### src/rtl/id_stage_pipe_if.sv
// rtl/id_stage_pipe_if.sv - fetch, regfile, forwarding and EX bundle signals of the decode stage
interface id_stage_pipe_if #(
  parameter int DATA_W    = 32,
  parameter int FWD_DEPTH = 2,
  parameter int STALL_W   = 16
);
  logic                        in_valid;
  logic                        in_ready;
  logic [31:0]                 in_pc;
  logic [31:0]                 in_inst;
  logic                        rf_re1;
  logic                        rf_re2;
  logic [4:0]                  rf_raddr1;
  logic [4:0]                  rf_raddr2;
  logic [DATA_W-1:0]           rf_rdata1;
  logic [DATA_W-1:0]           rf_rdata2;
  logic [FWD_DEPTH-1:0]        fwd_we;
  logic [5*FWD_DEPTH-1:0]      fwd_waddr;
  logic [DATA_W*FWD_DEPTH-1:0] fwd_wdata;
  logic [FWD_DEPTH-1:0]        fwd_pend;
  logic                        out_valid;
  logic                        out_ready;
  logic [31:0]                 out_pc;
  logic [7:0]                  out_aluop;
  logic [2:0]                  out_alusel;
  logic [DATA_W-1:0]           out_src1;
  logic [DATA_W-1:0]           out_src2;
  logic [4:0]                  out_wd;
  logic                        out_wreg;
  logic                        out_invalid;
  logic [STALL_W-1:0]          stall_cnt;

  modport slave (
    input  in_valid, in_pc, in_inst, rf_rdata1, rf_rdata2,
           fwd_we, fwd_waddr, fwd_wdata, fwd_pend, out_ready,
    output in_ready, rf_re1, rf_re2, rf_raddr1, rf_raddr2,
           out_valid, out_pc, out_aluop, out_alusel, out_src1, out_src2,
           out_wd, out_wreg, out_invalid, stall_cnt
  );

  modport master (
    output in_valid, in_pc, in_inst, rf_rdata1, rf_rdata2,
           fwd_we, fwd_waddr, fwd_wdata, fwd_pend, out_ready,
    input  in_ready, rf_re1, rf_re2, rf_raddr1, rf_raddr2,
           out_valid, out_pc, out_aluop, out_alusel, out_src1, out_src2,
           out_wd, out_wreg, out_invalid, stall_cnt
  );
endinterface

### src/rtl/id_stage_pipe.sv
// rtl/id_stage_pipe.sv - registered MIPS decode stage with forwarding and load-use bubbles
module id_stage_pipe #(
  parameter int DATA_W    = 32,
  parameter int FWD_DEPTH = 2,
  parameter int STALL_W   = 16
) (
  input logic            clk,
  input logic            rst,
  id_stage_pipe_if.slave bus
);
  localparam logic [7:0] EXE_NOP_OP = 8'h00, EXE_AND_OP = 8'h24, EXE_OR_OP  = 8'h25,
                         EXE_XOR_OP = 8'h26, EXE_NOR_OP = 8'h27, EXE_SLL_OP = 8'h7C,
                         EXE_SRL_OP = 8'h02, EXE_SRA_OP = 8'h03;
  localparam logic [2:0] EXE_RES_NOP = 3'd0, EXE_RES_LOGIC = 3'd1, EXE_RES_SHIFT = 3'd2;

  logic [31:0]       inst;
  logic [5:0]        op, fn;
  logic [4:0]        rs, rt, rd, sa;
  logic [15:0]       imm;
  logic              re1, re2, wreg, invalid;
  logic [7:0]        aluop;
  logic [2:0]        alusel;
  logic [4:0]        wd;
  logic [DATA_W-1:0] imm1, imm2, src1, src2;
  logic [DATA_W:0]   res1, res2;
  logic              hazard, slot_free;

  assign inst = bus.in_inst;
  assign op   = inst[31:26];
  assign rs   = inst[25:21];
  assign rt   = inst[20:16];
  assign rd   = inst[15:11];
  assign sa   = inst[10:6];
  assign fn   = inst[5:0];
  assign imm  = inst[15:0];

  always_comb begin
    re1 = 1'b0; re2 = 1'b0; wreg = 1'b0; invalid = 1'b0; wd = 5'd0;
    aluop = EXE_NOP_OP; alusel = EXE_RES_NOP; imm1 = '0; imm2 = '0;
    if (inst != 32'd0) begin
      case (op)
        6'h00: begin
          case (fn)
            6'h24, 6'h25, 6'h26, 6'h27, 6'h04, 6'h06, 6'h07: begin
              if (sa == 5'd0) begin
                re1 = 1'b1; re2 = 1'b1; wd = rd; wreg = 1'b1;
                case (fn)
                  6'h24:   begin aluop = EXE_AND_OP; alusel = EXE_RES_LOGIC; end
                  6'h25:   begin aluop = EXE_OR_OP;  alusel = EXE_RES_LOGIC; end
                  6'h26:   begin aluop = EXE_XOR_OP; alusel = EXE_RES_LOGIC; end
                  6'h27:   begin aluop = EXE_NOR_OP; alusel = EXE_RES_LOGIC; end
                  6'h04:   begin aluop = EXE_SLL_OP; alusel = EXE_RES_SHIFT; end
                  6'h06:   begin aluop = EXE_SRL_OP; alusel = EXE_RES_SHIFT; end
                  default: begin aluop = EXE_SRA_OP; alusel = EXE_RES_SHIFT; end
                endcase
              end else begin
                invalid = 1'b1;
              end
            end
            6'h0F: invalid = (sa != 5'd0);
            6'h00, 6'h02, 6'h03: begin
              // Shift-imm carries the shamt as src1 so EX sees the same roles as SLLV
              if (inst[31:21] == 11'd0) begin
                re2 = 1'b1; wd = rd; wreg = 1'b1; alusel = EXE_RES_SHIFT;
                imm1 = DATA_W'(sa);
                case (fn)
                  6'h00:   aluop = EXE_SLL_OP;
                  6'h02:   aluop = EXE_SRL_OP;
                  default: aluop = EXE_SRA_OP;
                endcase
              end else begin
                invalid = 1'b1;
              end
            end
            default: invalid = 1'b1;
          endcase
        end
        6'h0D, 6'h0C, 6'h0E: begin
          re1 = 1'b1; wd = rt; wreg = 1'b1; alusel = EXE_RES_LOGIC;
          imm2 = DATA_W'(imm);
          case (op)
            6'h0D:   aluop = EXE_OR_OP;
            6'h0C:   aluop = EXE_AND_OP;
            default: aluop = EXE_XOR_OP;
          endcase
        end
        6'h0F: begin
          re1 = 1'b1; wd = rt; wreg = 1'b1; alusel = EXE_RES_LOGIC; aluop = EXE_OR_OP;
          imm2 = DATA_W'({imm, 16'h0000});
        end
        default: invalid = 1'b1;
      endcase
    end
  end

  // Returns {pending, data}; the nearest matching source wins even when a farther one is pending
  function automatic logic [DATA_W:0] resolve(
    input logic [4:0]                  addr,
    input logic [DATA_W-1:0]           rdata,
    input logic [FWD_DEPTH-1:0]        we,
    input logic [5*FWD_DEPTH-1:0]      waddr,
    input logic [DATA_W*FWD_DEPTH-1:0] wdata,
    input logic [FWD_DEPTH-1:0]        pend
  );
    logic [DATA_W:0] r;
    logic            found;
    r = {1'b0, rdata};
    found = 1'b0;
    if (addr == 5'd0) begin
      r = '0;
    end else begin
      for (int i = 0; i < FWD_DEPTH; i++) begin
        if (!found && we[i] && waddr[5*i +: 5] == addr) begin
          found = 1'b1;
          r = {pend[i], wdata[DATA_W*i +: DATA_W]};
        end
      end
    end
    return r;
  endfunction

  assign res1 = resolve(rs, bus.rf_rdata1, bus.fwd_we, bus.fwd_waddr, bus.fwd_wdata, bus.fwd_pend);
  assign res2 = resolve(rt, bus.rf_rdata2, bus.fwd_we, bus.fwd_waddr, bus.fwd_wdata, bus.fwd_pend);
  assign src1 = re1 ? res1[DATA_W-1:0] : imm1;
  assign src2 = re2 ? res2[DATA_W-1:0] : imm2;
  assign hazard    = (re1 && res1[DATA_W]) || (re2 && res2[DATA_W]);
  assign slot_free = !bus.out_valid || bus.out_ready;

  assign bus.in_ready  = slot_free && !hazard;
  assign bus.rf_re1    = re1;
  assign bus.rf_re2    = re2;
  assign bus.rf_raddr1 = rs;
  assign bus.rf_raddr2 = rt;

  always_ff @(posedge clk or negedge rst) begin
    if (!rst) begin
      bus.out_valid   <= 1'b0;
      bus.out_pc      <= '0;
      bus.out_aluop   <= EXE_NOP_OP;
      bus.out_alusel  <= EXE_RES_NOP;
      bus.out_src1    <= '0;
      bus.out_src2    <= '0;
      bus.out_wd      <= '0;
      bus.out_wreg    <= 1'b0;
      bus.out_invalid <= 1'b0;
      bus.stall_cnt   <= '0;
    end else if (slot_free) begin
      if (bus.in_valid && !hazard) begin
        bus.out_valid   <= 1'b1;
        bus.out_pc      <= bus.in_pc;
        bus.out_aluop   <= aluop;
        bus.out_alusel  <= alusel;
        bus.out_src1    <= src1;
        bus.out_src2    <= src2;
        bus.out_wd      <= wd;
        bus.out_wreg    <= wreg;
        bus.out_invalid <= invalid;
      end else begin
        bus.out_valid <= 1'b0;
        if (bus.in_valid && hazard && bus.stall_cnt != '1)
          bus.stall_cnt <= bus.stall_cnt + 1'b1;
      end
    end
  end
endmodule

### src/flat_wrapper.sv
// flat-port wrapper written by rule: the top's interface ports become plain ports
module id_stage_pipe_flat 
#(
  parameter int DATA_W    = 32,
  parameter int FWD_DEPTH = 2,
  parameter int STALL_W   = 16
)
  (clk, rst, bus_in_valid, bus_in_pc, bus_in_inst, bus_rf_rdata1, bus_rf_rdata2, bus_fwd_we, bus_fwd_waddr, bus_fwd_wdata, bus_fwd_pend, bus_out_ready, bus_in_ready, bus_rf_re1, bus_rf_re2, bus_rf_raddr1, bus_rf_raddr2, bus_out_valid, bus_out_pc, bus_out_aluop, bus_out_alusel, bus_out_src1, bus_out_src2, bus_out_wd, bus_out_wreg, bus_out_invalid, bus_stall_cnt);
  id_stage_pipe_if #(.DATA_W(DATA_W), .FWD_DEPTH(FWD_DEPTH), .STALL_W(STALL_W)) bus_i ();
  input logic clk;
  input logic rst;
  input wire logic [$bits(bus_i.in_valid)-1:0] bus_in_valid;
  input wire logic [$bits(bus_i.in_pc)-1:0] bus_in_pc;
  input wire logic [$bits(bus_i.in_inst)-1:0] bus_in_inst;
  input wire logic [$bits(bus_i.rf_rdata1)-1:0] bus_rf_rdata1;
  input wire logic [$bits(bus_i.rf_rdata2)-1:0] bus_rf_rdata2;
  input wire logic [$bits(bus_i.fwd_we)-1:0] bus_fwd_we;
  input wire logic [$bits(bus_i.fwd_waddr)-1:0] bus_fwd_waddr;
  input wire logic [$bits(bus_i.fwd_wdata)-1:0] bus_fwd_wdata;
  input wire logic [$bits(bus_i.fwd_pend)-1:0] bus_fwd_pend;
  input wire logic [$bits(bus_i.out_ready)-1:0] bus_out_ready;
  output wire logic [$bits(bus_i.in_ready)-1:0] bus_in_ready;
  output wire logic [$bits(bus_i.rf_re1)-1:0] bus_rf_re1;
  output wire logic [$bits(bus_i.rf_re2)-1:0] bus_rf_re2;
  output wire logic [$bits(bus_i.rf_raddr1)-1:0] bus_rf_raddr1;
  output wire logic [$bits(bus_i.rf_raddr2)-1:0] bus_rf_raddr2;
  output wire logic [$bits(bus_i.out_valid)-1:0] bus_out_valid;
  output wire logic [$bits(bus_i.out_pc)-1:0] bus_out_pc;
  output wire logic [$bits(bus_i.out_aluop)-1:0] bus_out_aluop;
  output wire logic [$bits(bus_i.out_alusel)-1:0] bus_out_alusel;
  output wire logic [$bits(bus_i.out_src1)-1:0] bus_out_src1;
  output wire logic [$bits(bus_i.out_src2)-1:0] bus_out_src2;
  output wire logic [$bits(bus_i.out_wd)-1:0] bus_out_wd;
  output wire logic [$bits(bus_i.out_wreg)-1:0] bus_out_wreg;
  output wire logic [$bits(bus_i.out_invalid)-1:0] bus_out_invalid;
  output wire logic [$bits(bus_i.stall_cnt)-1:0] bus_stall_cnt;
  assign bus_i.in_valid = bus_in_valid;
  assign bus_i.in_pc = bus_in_pc;
  assign bus_i.in_inst = bus_in_inst;
  assign bus_i.rf_rdata1 = bus_rf_rdata1;
  assign bus_i.rf_rdata2 = bus_rf_rdata2;
  assign bus_i.fwd_we = bus_fwd_we;
  assign bus_i.fwd_waddr = bus_fwd_waddr;
  assign bus_i.fwd_wdata = bus_fwd_wdata;
  assign bus_i.fwd_pend = bus_fwd_pend;
  assign bus_i.out_ready = bus_out_ready;
  assign bus_in_ready = bus_i.in_ready;
  assign bus_rf_re1 = bus_i.rf_re1;
  assign bus_rf_re2 = bus_i.rf_re2;
  assign bus_rf_raddr1 = bus_i.rf_raddr1;
  assign bus_rf_raddr2 = bus_i.rf_raddr2;
  assign bus_out_valid = bus_i.out_valid;
  assign bus_out_pc = bus_i.out_pc;
  assign bus_out_aluop = bus_i.out_aluop;
  assign bus_out_alusel = bus_i.out_alusel;
  assign bus_out_src1 = bus_i.out_src1;
  assign bus_out_src2 = bus_i.out_src2;
  assign bus_out_wd = bus_i.out_wd;
  assign bus_out_wreg = bus_i.out_wreg;
  assign bus_out_invalid = bus_i.out_invalid;
  assign bus_stall_cnt = bus_i.stall_cnt;
  id_stage_pipe #(.DATA_W(DATA_W), .FWD_DEPTH(FWD_DEPTH), .STALL_W(STALL_W)) u_core (.clk(clk), .rst(rst), .bus(bus_i));
endmodule
### config.mk
export PLATFORM = sky130hd
export DESIGN_NAME = id_stage_pipe_flat
export DESIGN_NICKNAME = d
export VERILOG_FILES = /design/src/rtl/id_stage_pipe_if.sv /design/src/rtl/id_stage_pipe.sv /design/src/flat_wrapper.sv
export SDC_FILE = /design/constraint.sdc
export NUM_CORES = 1
export LEC_CHECK = 0
export CORE_AREA = 2 2 139 141
export DETAILED_ROUTE_END_ITERATION = 8
export DIE_AREA = 0 0 141 143
export PLACE_DENSITY = 0.78
export SYNTH_ARGS = -nofsm -noshare
export SYNTH_HDL_FRONTEND = slang
export SYNTH_SLANG_ARGS = --single-unit
### constraint.sdc
create_clock -name clk -period 3.5 [get_ports clk]
set_input_delay 0.525 -clock clk [delete_from_list [all_inputs] [get_ports clk]]
set_output_delay 0.525 -clock clk [all_outputs]
set_load 0.005 [all_outputs]
* Yosys cells after proc, flatten, opt, wreduce, memory -nomap -nowiden
Index checks and enable logic that the tools add are counted.
Word-level totals: register bits 131, input port bits 210
Cells by class: $add $sub $neg 1, eq/ne operators 19, mux-type cells 53, bitwise gates (word level) 1, reduce and logical (&&, ||, !) cells 33
Operator list (number):
- 33-bit two-way mux | 6
- 32-bit two-way mux | 6
- 32-bit one-hot mux with 2 select lines | 1
- 7-bit one-hot mux with 6 select lines | 1
- 32-bit nonzero test | 1
- 6-bit by 4-bit equality test with 1-bit output (second input constant) | 5
- 6-bit equality test (second input constant) | 4
- 8-bit two-way mux | 3
- 8-bit one-hot mux with 3 select lines | 1
- 5-bit equality test | 4
- 5-bit two-way mux | 4
- 5-bit one-hot mux with 2 select lines | 2
- 6-bit by 3-bit equality test with 1-bit output (second input constant) | 3
- 16-bit by 1-bit adder with 16-bit output (second input constant) | 1
- 16-bit inequality test (second input constant) | 1
- 8-bit one-hot mux with 2 select lines | 1
- 5-bit logical NOT | 3
- 1-bit two-way mux | 15
- 7-bit one-hot mux with 2 select lines | 1
- 6-bit by 2-bit equality test with 1-bit output (second input constant) | 2
- 1-bit logical AND | 12
- 6-bit logical NOT | 2
- 3-bit one-hot mux with 2 select lines | 2
- 11-bit logical NOT | 1
- other kinds (14) | 25

* Logic depth before layout (Yosys ltp)
Gate-level depths: netlist of the first run.
depth in word-level cells 15, depth in mapped cells 11, depth with buffers taken out 7

* Worst setup path after synthesis of the first run
No wires, ideal clock.
kind input -> register, start point input port bus_in_inst[1], end point register u_core.bus.out_pc[11] in the netlist's numbering, arrival time 2313 ps, data required time 3375 ps, path slack 1062 ps, stages on the path 9, path buffers 3, path through clkbuf_1 or3b_1 nand3_1 a21oi_2 nand2b_1 o221ai_2 buf_6 buf_4 mux2_2
Between the ends: word-level cells in the longest chain between the ends 10, elaborated cells on any way between the ends 25, those cells by class eq/ne: 9; mux: 6; reduce/logical: 10
RTL lines:
- from (decl) | RTL line flat_wrapper.sv:14 | input wire logic [$bits(bus_i.in_inst)-1:0] bus_in_inst;
- 6-bit equality test (tied with other cells) | RTL line id_stage_pipe.sv:43 | case (fn)
- 7-bit OR reduction / 3-bit OR reduction (equally long branches) | RTL line id_stage_pipe.sv:43
- 1-bit two-way mux / 1-bit one-hot mux with 2 select lines (equally long branches) | RTL line id_stage_pipe.sv:43
- 1-bit one-hot mux with 2 select lines / 1-bit two-way mux (equally long branches) | RTL line id_stage_pipe.sv:41 | case (op)
- 1-bit two-way mux | RTL line id_stage_pipe.sv:40 | if (inst != 32'd0) begin
- 1-bit logical AND | RTL line id_stage_pipe.sv:126 | assign hazard = (re1 && res1[DATA_W]) || (re2 && res2[DATA_W]);
- 1-bit logical OR * | RTL line id_stage_pipe.sv:126
- 1-bit logical NOT * | RTL line id_stage_pipe.sv:148 | if (bus.in_valid && !hazard) begin
- 1-bit logical AND * | RTL line id_stage_pipe.sv:148
- 2-bit AND reduction (no source line) *
- to (signal assigned) | RTL line id_stage_pipe.sv:150 | bus.out_pc <= bus.in_pc;
- to (decl) | RTL line id_stage_pipe_if.sv:37 | out_valid, out_pc, out_aluop, out_alusel, out_src1, out_src2,
Mark *: on every way between the ends. The rest lies on a longest branch, timed or not. A chain may end at the register's enable or synchronous reset.

* Worst setup path after layout of the first run
start point input port bus_in_inst[12], end point output port bus_rf_re2
Between the ends: word-level cells in the longest chain between the ends 2
RTL lines:
- 32-bit nonzero test | RTL line id_stage_pipe.sv:40
- 1-bit two-way mux | RTL line id_stage_pipe.sv:40
- to (decl) | RTL line flat_wrapper.sv:24 | output wire logic [$bits(bus_i.rf_re2)-1:0] bus_rf_re2;
No other way between the ends.

==> results of run 1 <==
==> cells by family (layout without fill, tap and decap cells) <==
family          count (synthesis)  after routing  synth area share, %
simple gates                  162            162                 10.7
compound gates                237            237                 21.9
other cells                     1              3               0.0512
flops                         126            126                 43.0
xor+xnor                       35             35                 4.18
buf+inv                        74            443                 5.72
mux                           100            100                 14.2
fa+ha+maj                       1              1                0.171
==> sequential cells by signal, indices dropped and copies added, names as in the netlist, 2 cells and up <==
register               cells
u_core.bus.out_src1       32
u_core.bus.out_src2       32
u_core.bus.out_aluop       4
u_core.bus.stall_cnt      16
u_core.bus.out_pc         32
u_core.bus.out_alusel      2
u_core.bus.out_wd          5
==> worst max-delay path by stage <==
stage	to	slack [ns]	cells past startpoint
finish	bus_rf_re2	0.14	7
floorplan	u_core.bus.out_pc[11]	1.06	9
global route	bus_in_ready	0.01	8
CTS	bus_rf_re2	0.12	7
global placement	bus_rf_re2	0.14	7
detailed placement	bus_rf_re2	0.13	7
==> metrics by stage <==
step	area [um^2]	std cells	hold WS, ns	worst slack (ns)	total power [W]
floorplan	7330	737	0.229	1.06	0.00184
global placement	11300	1308	0.460	0.139	0.00239
detailed placement	11300	1308	0.466	0.131	0.00241
CTS	12000	1340	0.182	0.123	0.00452
global route	12000	1341	0.211	0.0115	0.00465
finish	12000	1341	0.149	0.140	0.00449
==> layer usage <==
layer | vias to the layer above | track usage (%) | part of all wire (%)
met5 | - | 0 | 0
met4 | 0 | 11.7 | 3.4
met3 | 58 | 7.68 | 7.9
met2 | 371 | 47.6 | 49
met1 | 3515 | 34.5 | 39
li1 | 3389 | - | -
==> worst max-delay path, stage by stage <==
cell,delay (ns)
clkdlybuf4s50_1,0.43
or4_1,0.52
nor4_1,0.33
and4b_1,0.29
a21boi_0,0.14
buf_4,0.17
clkdlybuf4s50_1,0.43
==> power groups by stage <==
stage | Clock, W | Sequential [W] | Combinational [W]
2_1_floorplan | 0 | 0.00160 | 0.000237
3_3_place_gp | 0 | 0.00159 | 0.000798
3_5_place_dp | 0 | 0.00160 | 0.000806
4_1_cts | 0.00213 | 0.00157 | 0.000813
5_1_grt | 0.00220 | 0.00158 | 0.000862
6_report | 0.00211 | 0.00157 | 0.000808
==> cells in the mapped netlist (3+ instances only) <==
cell and number:
buf_2 5, nor3_1 4, dfrtp_1 126, a2111oi_2 24, buf_6 5, a21oi_1 73, a211oi_1 5, nor4_1 4
buf_4 26, xor2_1 9, and3_1 4, clkbuf_1 31, nand4_1 12, and2_1 5, a21o_1 30, o21ai_0 76
nand3_1 17, buf_1 3, a22oi_1 5, mux2i_1 66, o21ai_1 4, nor2_1 45, xnor2_1 26, nand2_1 55
a2111oi_0 3, mux2_2 34, inv_1 4
==> layout make-up <==
cell class                      instances  area, um^2  share of cell area, %
Tap cell                              234         293                   2.44
Sequential cell                       126        3150                   26.3
Clock buffer                           20         467                   3.89
Clock inverter                         12         229                   1.91
Timing Repair Buffer                  407        4040                   33.6
Inverter                                4        15.0                  0.125
Antenna cell                            1        2.50                 0.0208
Multi-Input combinational cell        537        3820                   31.8
==> placed cells by master, fill, tap and decap left out, drive strengths merged, types with 2 or more instances in the layout <==
cell           instances
nand2                 56
a22oi                  5
a21oi                 74
conb                   2
mux2i                 66
nor3                   4
xor2                   9
bufinv                 6
xnor2                 26
or4                    2
nand4                 12
nand2b                 2
o31ai                  2
mux2                  34
a21o                  30
nor2b                  2
nor4                   7
buf                   57
inv                    6
nand3b                 2
a2111oi               27
clkdlybuf4s50        350
a211oi                 6
nand3                 17
clkinv                 4
clkbuf                20
nor2                  45
and2                   5
dfrtp                126
o21ai                 81
o2111ai                2
o211ai                 2
and3                   4
==> impl_metrics.toml, run 1 <==
[status]
run_status = "finished, final reports clean"

[critical_path]
worstSetupPathType = "primary input to primary output"
worst_setup_path_startpoint = "bus_in_inst[12]"
reg2reg_to = "u_core.bus.stall_cnt[1]"
critPathMaxFanout = 3
rrSetupSlack_ns = 1.46
critPathCaptureType = "primary output"
data_arrival_time_of_the_critical_path_ns = 2.84
worstRegToRegCells = 7
reg2reg_from = "u_core.bus.stall_cnt[2]"
worstPathRequired_ns = 2.97
timing.critical_path.from_type = "primary input"

[clocking]
clock_tree_from_tritoncts = "built"
cts_made_buffers = 17
later_pin_clock_latency_in_the_skew_report_ns = 0.43
cts_sinks = 126
cts.root.buffer_cell = "clkbuf_16"
clock_pin_slew_worst_setup_and_hold_paths_ns = 0.06
clockBufferDepth = 2
h-tree-depth = 4
cts-resized-gates = 0
buffers_inserted_by_post_cts_timing_repair = 0
postCtsHoldBufs = 0

[place]
dp_hpwl_um = 22100
io_buf_count = 351
globalplace.congestion = 0.877

[pwr]
switchingPower_w = 0.00107
cellLeakagePower_nw = 4.81
share_seq_of_total_power_pct = 35.1
swShare_pct = 23.7
power.clock.fraction_pct = 46.9
internal-power_w = 0.00342
combPwrFrac_pct = 18.0
vdd_ir_drop_max_mv = 0.351
power.density_cell_area_nw_per_um2 = 374

[synthesis]
syn_avg_cell_area_um2 = 9.96
largest_area_contributor_in_the_synthesized_netlist = "dfrtp_1"
post_synth_top_flop = "dfrtp_1"
syn_area_um2 = 7330
seq_area_frac_synth_pct = 43.0
proportion_of_synthesized_flip_flops_having_asynchronous_set_or_reset_pct = 100
synth_enable_flop_cells = 0
synth_seq_cells = 126
synth-warning-count = 0
synthDominantCellAreaShare_pct = 43.0
syn_inst = 736
ys_top_cells_by_area = "dfrtp_1 (43%), mux2i_1 (9.0%), mux2_2 (5.2%)"
distinct_cells_synth = 55

[sta]
setup_repair_after_global_routing_missed_its_margin = "false"
timing_worst_slew_pin_value_ns = 0.820
setup_tns_ns = 0
relSlewSlack_pct = 45.3
skew_ns = 0.00686
hold_viol = 0
setup_viol = 0
fmax_mhz = 298
layout_worst_path_cycle_share_pct = 96.0
final_period_minus_worst_setup_slack_ns = 3.36
drv_slew = 0

[global_routing]
grt_start_max_net_pins = 84
wire_length_of_the_first_global_routing_pass_um = 43000
first_global_vias = 7448
antenna_found_initial = 1
globalRoute.totalOverflow = 0
grtUsageTotal_pct = 28.3

[cells_and_area]
drive_gt1_share_pct = 14.7
final_net_count = 1304
postLayoutCoreUtil_pct = 64.6
area_growth_pct = 63.9
fill_cells = 1464

[floorplan]
horizontal_die_dimension_um = 141
placeable_core_region_um2 = 18600
start_util_pct = 39.4
design.portCount = 354
chipHeight_um = 143
num_rows = 50
floorplan.die_area_um2 = 20200

[drt]
routed_via_density = 5.47
detailedRoute.firstIterationViolations = 450
drt.antenna.violating_nets = 0
drc_errors = 0
route.detailed.wl_per_inst_um = 21.4
detail_route.first_pass.iterations = 5
vias = 7333
routed_wl_um = 28700

[worst_hold_path]
hp-class = "primary input to asynchronous set/reset pin"

[run]
max_cap_violations = 0
Note: power is estimated with default switching activity, not from simulation.
==> run 2: changes to the inputs <==
Settings changed: SETUP_SLACK_MARGIN from default to 0.5.
==> run 2 against run 1 <==
Effect of this change: clock-buffer cell count unchanged; fmax up 14%; clock power about the same; largest power group unchanged; die area unchanged; design area up 1.9%; non-clock buffer count up 8; largest cell class unchanged; sequential power about the same.
==> impl_metrics.toml, run 2 (synthesis gave the netlist of run 1 again) <==
[drt]
detail_route.first_pass.iterations = 6
routed_wl_um = 29200
drc_errors = 0
route.detailed.wl_per_inst_um = 21.6
drt.antenna.violating_nets = 0
routed_via_density = 5.47
detailedRoute.firstIterationViolations = 401
vias = 7380

[sta]
hold_viol = 0
timing_worst_slew_pin_value_ns = 0.825
skew_ns = 0.00660
fmax_mhz = 339
setup_viol = 0
drv_slew = 0
worst_hold_slack_ns = 0.138
setup_repair_after_global_routing_missed_its_margin = "false"
final_period_minus_worst_setup_slack_ns = 2.95
layout_worst_path_cycle_share_pct = 84.3
relSlewSlack_pct = 45.0
setup_tns_ns = 0

[critical_path]
cp_slowest_stage_delay_ns = 0.43
critical_path.slowest_cell = "clkdlybuf4s50_1"
worstPathRequired_ns = 2.97
timing.critical_path.from_type = "primary input"
data_arrival_time_of_the_critical_path_ns = 2.42
critPathCaptureType = "primary output"
crit_path_cell_trace = "clkdlybuf4s50_1 -> buf_4 -> nor2_1 -> nand3_1 -> a21oi_4 -> nand2b_4 -> o22ai_4 -> nor2b_1 -> dlygate4sd2_1"
rrSetupSlack_ns = 1.44
worst-path-buf-inv = 3
timing.critical_path.max_delay_family = "buffers and inverters"
critPathMaxFanout = 10
worstSetupPathType = "primary input to primary output"

[clocking]
clock_tree_from_tritoncts = "built"
later_pin_clock_latency_in_the_skew_report_ns = 0.43
postCtsHoldBufs = 0
cts_made_buffers = 17
clockBufferDepth = 2
cts.root.buffer_cell = "clkbuf_16"
cts_sinks = 126
h-tree-depth = 4
clock_pin_slew_worst_setup_and_hold_paths_ns = 0.06

[cells_and_area]
drive_gt1_share_pct = 16.5
final_net_count = 1312
layout_top_registers = "u_core.bus.out_pc: 32 flops, u_core.bus.out_src1: 32 flops, u_core.bus.out_src2: 32 flops"
layout.cells.most_common_list = "clkdlybuf4s50_1 (326), dfrtp_1 (126), o21ai_0 (76)"
area_growth_pct = 67.0
fill_cells = 1425
mostFrequentLayoutCell = "clkdlybuf4s50_1"

[global_routing]
antenna_found_initial = 1
wire_length_of_the_first_global_routing_pass_um = 43300
grtUsageTotal_pct = 28.5
grt_start_max_net_pins = 84
globalRoute.totalOverflow = 0
first_global_vias = 7470

[place]
io_buf_count = 351
dp_hpwl_um = 22100
globalplace.congestion = 0.877

[pwr]
share_seq_of_total_power_pct = 35.0
report.power.total_w = 0.00450
vdd_ir_drop_max_mv = 0.351
power.clock.fraction_pct = 46.9
swShare_pct = 23.9
switchingPower_w = 0.00108
cellLeakagePower_nw = 5.06
internal-power_w = 0.00342
combPwrFrac_pct = 18.1
power.density_cell_area_nw_per_um2 = 368

[status]
run_status = "finished, final reports clean"

[floorplan]
placeable_core_region_um2 = 18600
num_rows = 50
floorplan.die_area_um2 = 20200
start_util_pct = 39.4
chipHeight_um = 143
horizontal_die_dimension_um = 141
design.portCount = 354

[worst_hold_path]
hp-class = "primary input to asynchronous set/reset pin"

[run]
max_cap_violations = 0
==> run 2: changes by cell type in the layout (fill, tap and decap cells not counted), moves of 4 or more <==
cell | previous run | this run
buf_4 | 48 | 56
clkdlybuf4s50_1 | 350 | 326
dlygate4sd2_1 | 0 | 4
dlymetal6s2s_1 | 0 | 20
==> run 2: path summary, 6_finish.rpt <==
path,to,depth (start not counted),start
max,bus_in_ready,9,bus_in_inst[5]
min,u_core.bus.out_pc[26],1,rst
max reg2reg,u_core.bus.stall_cnt[1],7,u_core.bus.stall_cnt[2]
min reg2reg,u_core.bus.out_src2[25],2,u_core.bus.out_src2[25]
max in group asynchronous,u_core.bus.out_src2[18],2,rst
min in group clk,u_core.bus.out_src2[25],2,u_core.bus.out_src2[25]
==> run 2: area by class of cell <==
| type | count | area [um^2] | area share [%] |
|---|---|---|---|
| Timing Repair Buffer | 415 | 4140 | 33.8 |
| Multi-Input combinational cell | 537 | 3940 | 32.2 |
| Sequential cell | 126 | 3150 | 25.8 |
| Clock buffer | 20 | 467 | 3.81 |
| Tap cell | 234 | 293 | 2.39 |
| Clock inverter | 12 | 229 | 1.87 |
| Inverter | 4 | 15.0 | 0.123 |
| Antenna cell | 1 | 2.50 | 0.0204 |
==> run 2: what timing repair did <==
action,4_1_cts,5_1_grt
endpoints found under the setup margin,3,2
cloned,0,0
pin swaps,3,12
buffers inserted,2,6
gates resized for setup,11,37
==> run 2: metal layers <==
metal | track usage [%] | share of wire, % | wire length, um
met3 | 7.78 | 7.5 | 2200
met4 | 11.5 | 3.2 | 945
met2 | 47.9 | 50 | 14500
met5 | 0 | 0 | 0
met1 | 34.8 | 39 | 11500
==> run 2: stage by stage <==
stage | utilization [%] | area [um^2] | worst slack [ns] | std cells
2_1_floorplan | - | 7330 | 1.06 | 737
3_3_place_gp | 60.9 | 11300 | 0.139 | 1308
3_5_place_dp | 60.9 | 11300 | 0.131 | 1308
4_1_cts | 64.8 | 12000 | 0.271 | 1342
5_1_grt | 65.9 | 12200 | 0.482 | 1349
6_report | 65.9 | 12200 | 0.551 | 1349
==> run 2: power groups by stage <==
stage,clock (W),sequential [W],combinational (W)
after CTS,0.00213,0.00157,0.000814
after floorplan,0,0.00160,0.000237
after global placement,0,0.00159,0.000798
after global routing,0.00220,0.00158,0.000870
final,0.00211,0.00157,0.000816
after detailed placement,0,0.00160,0.000806
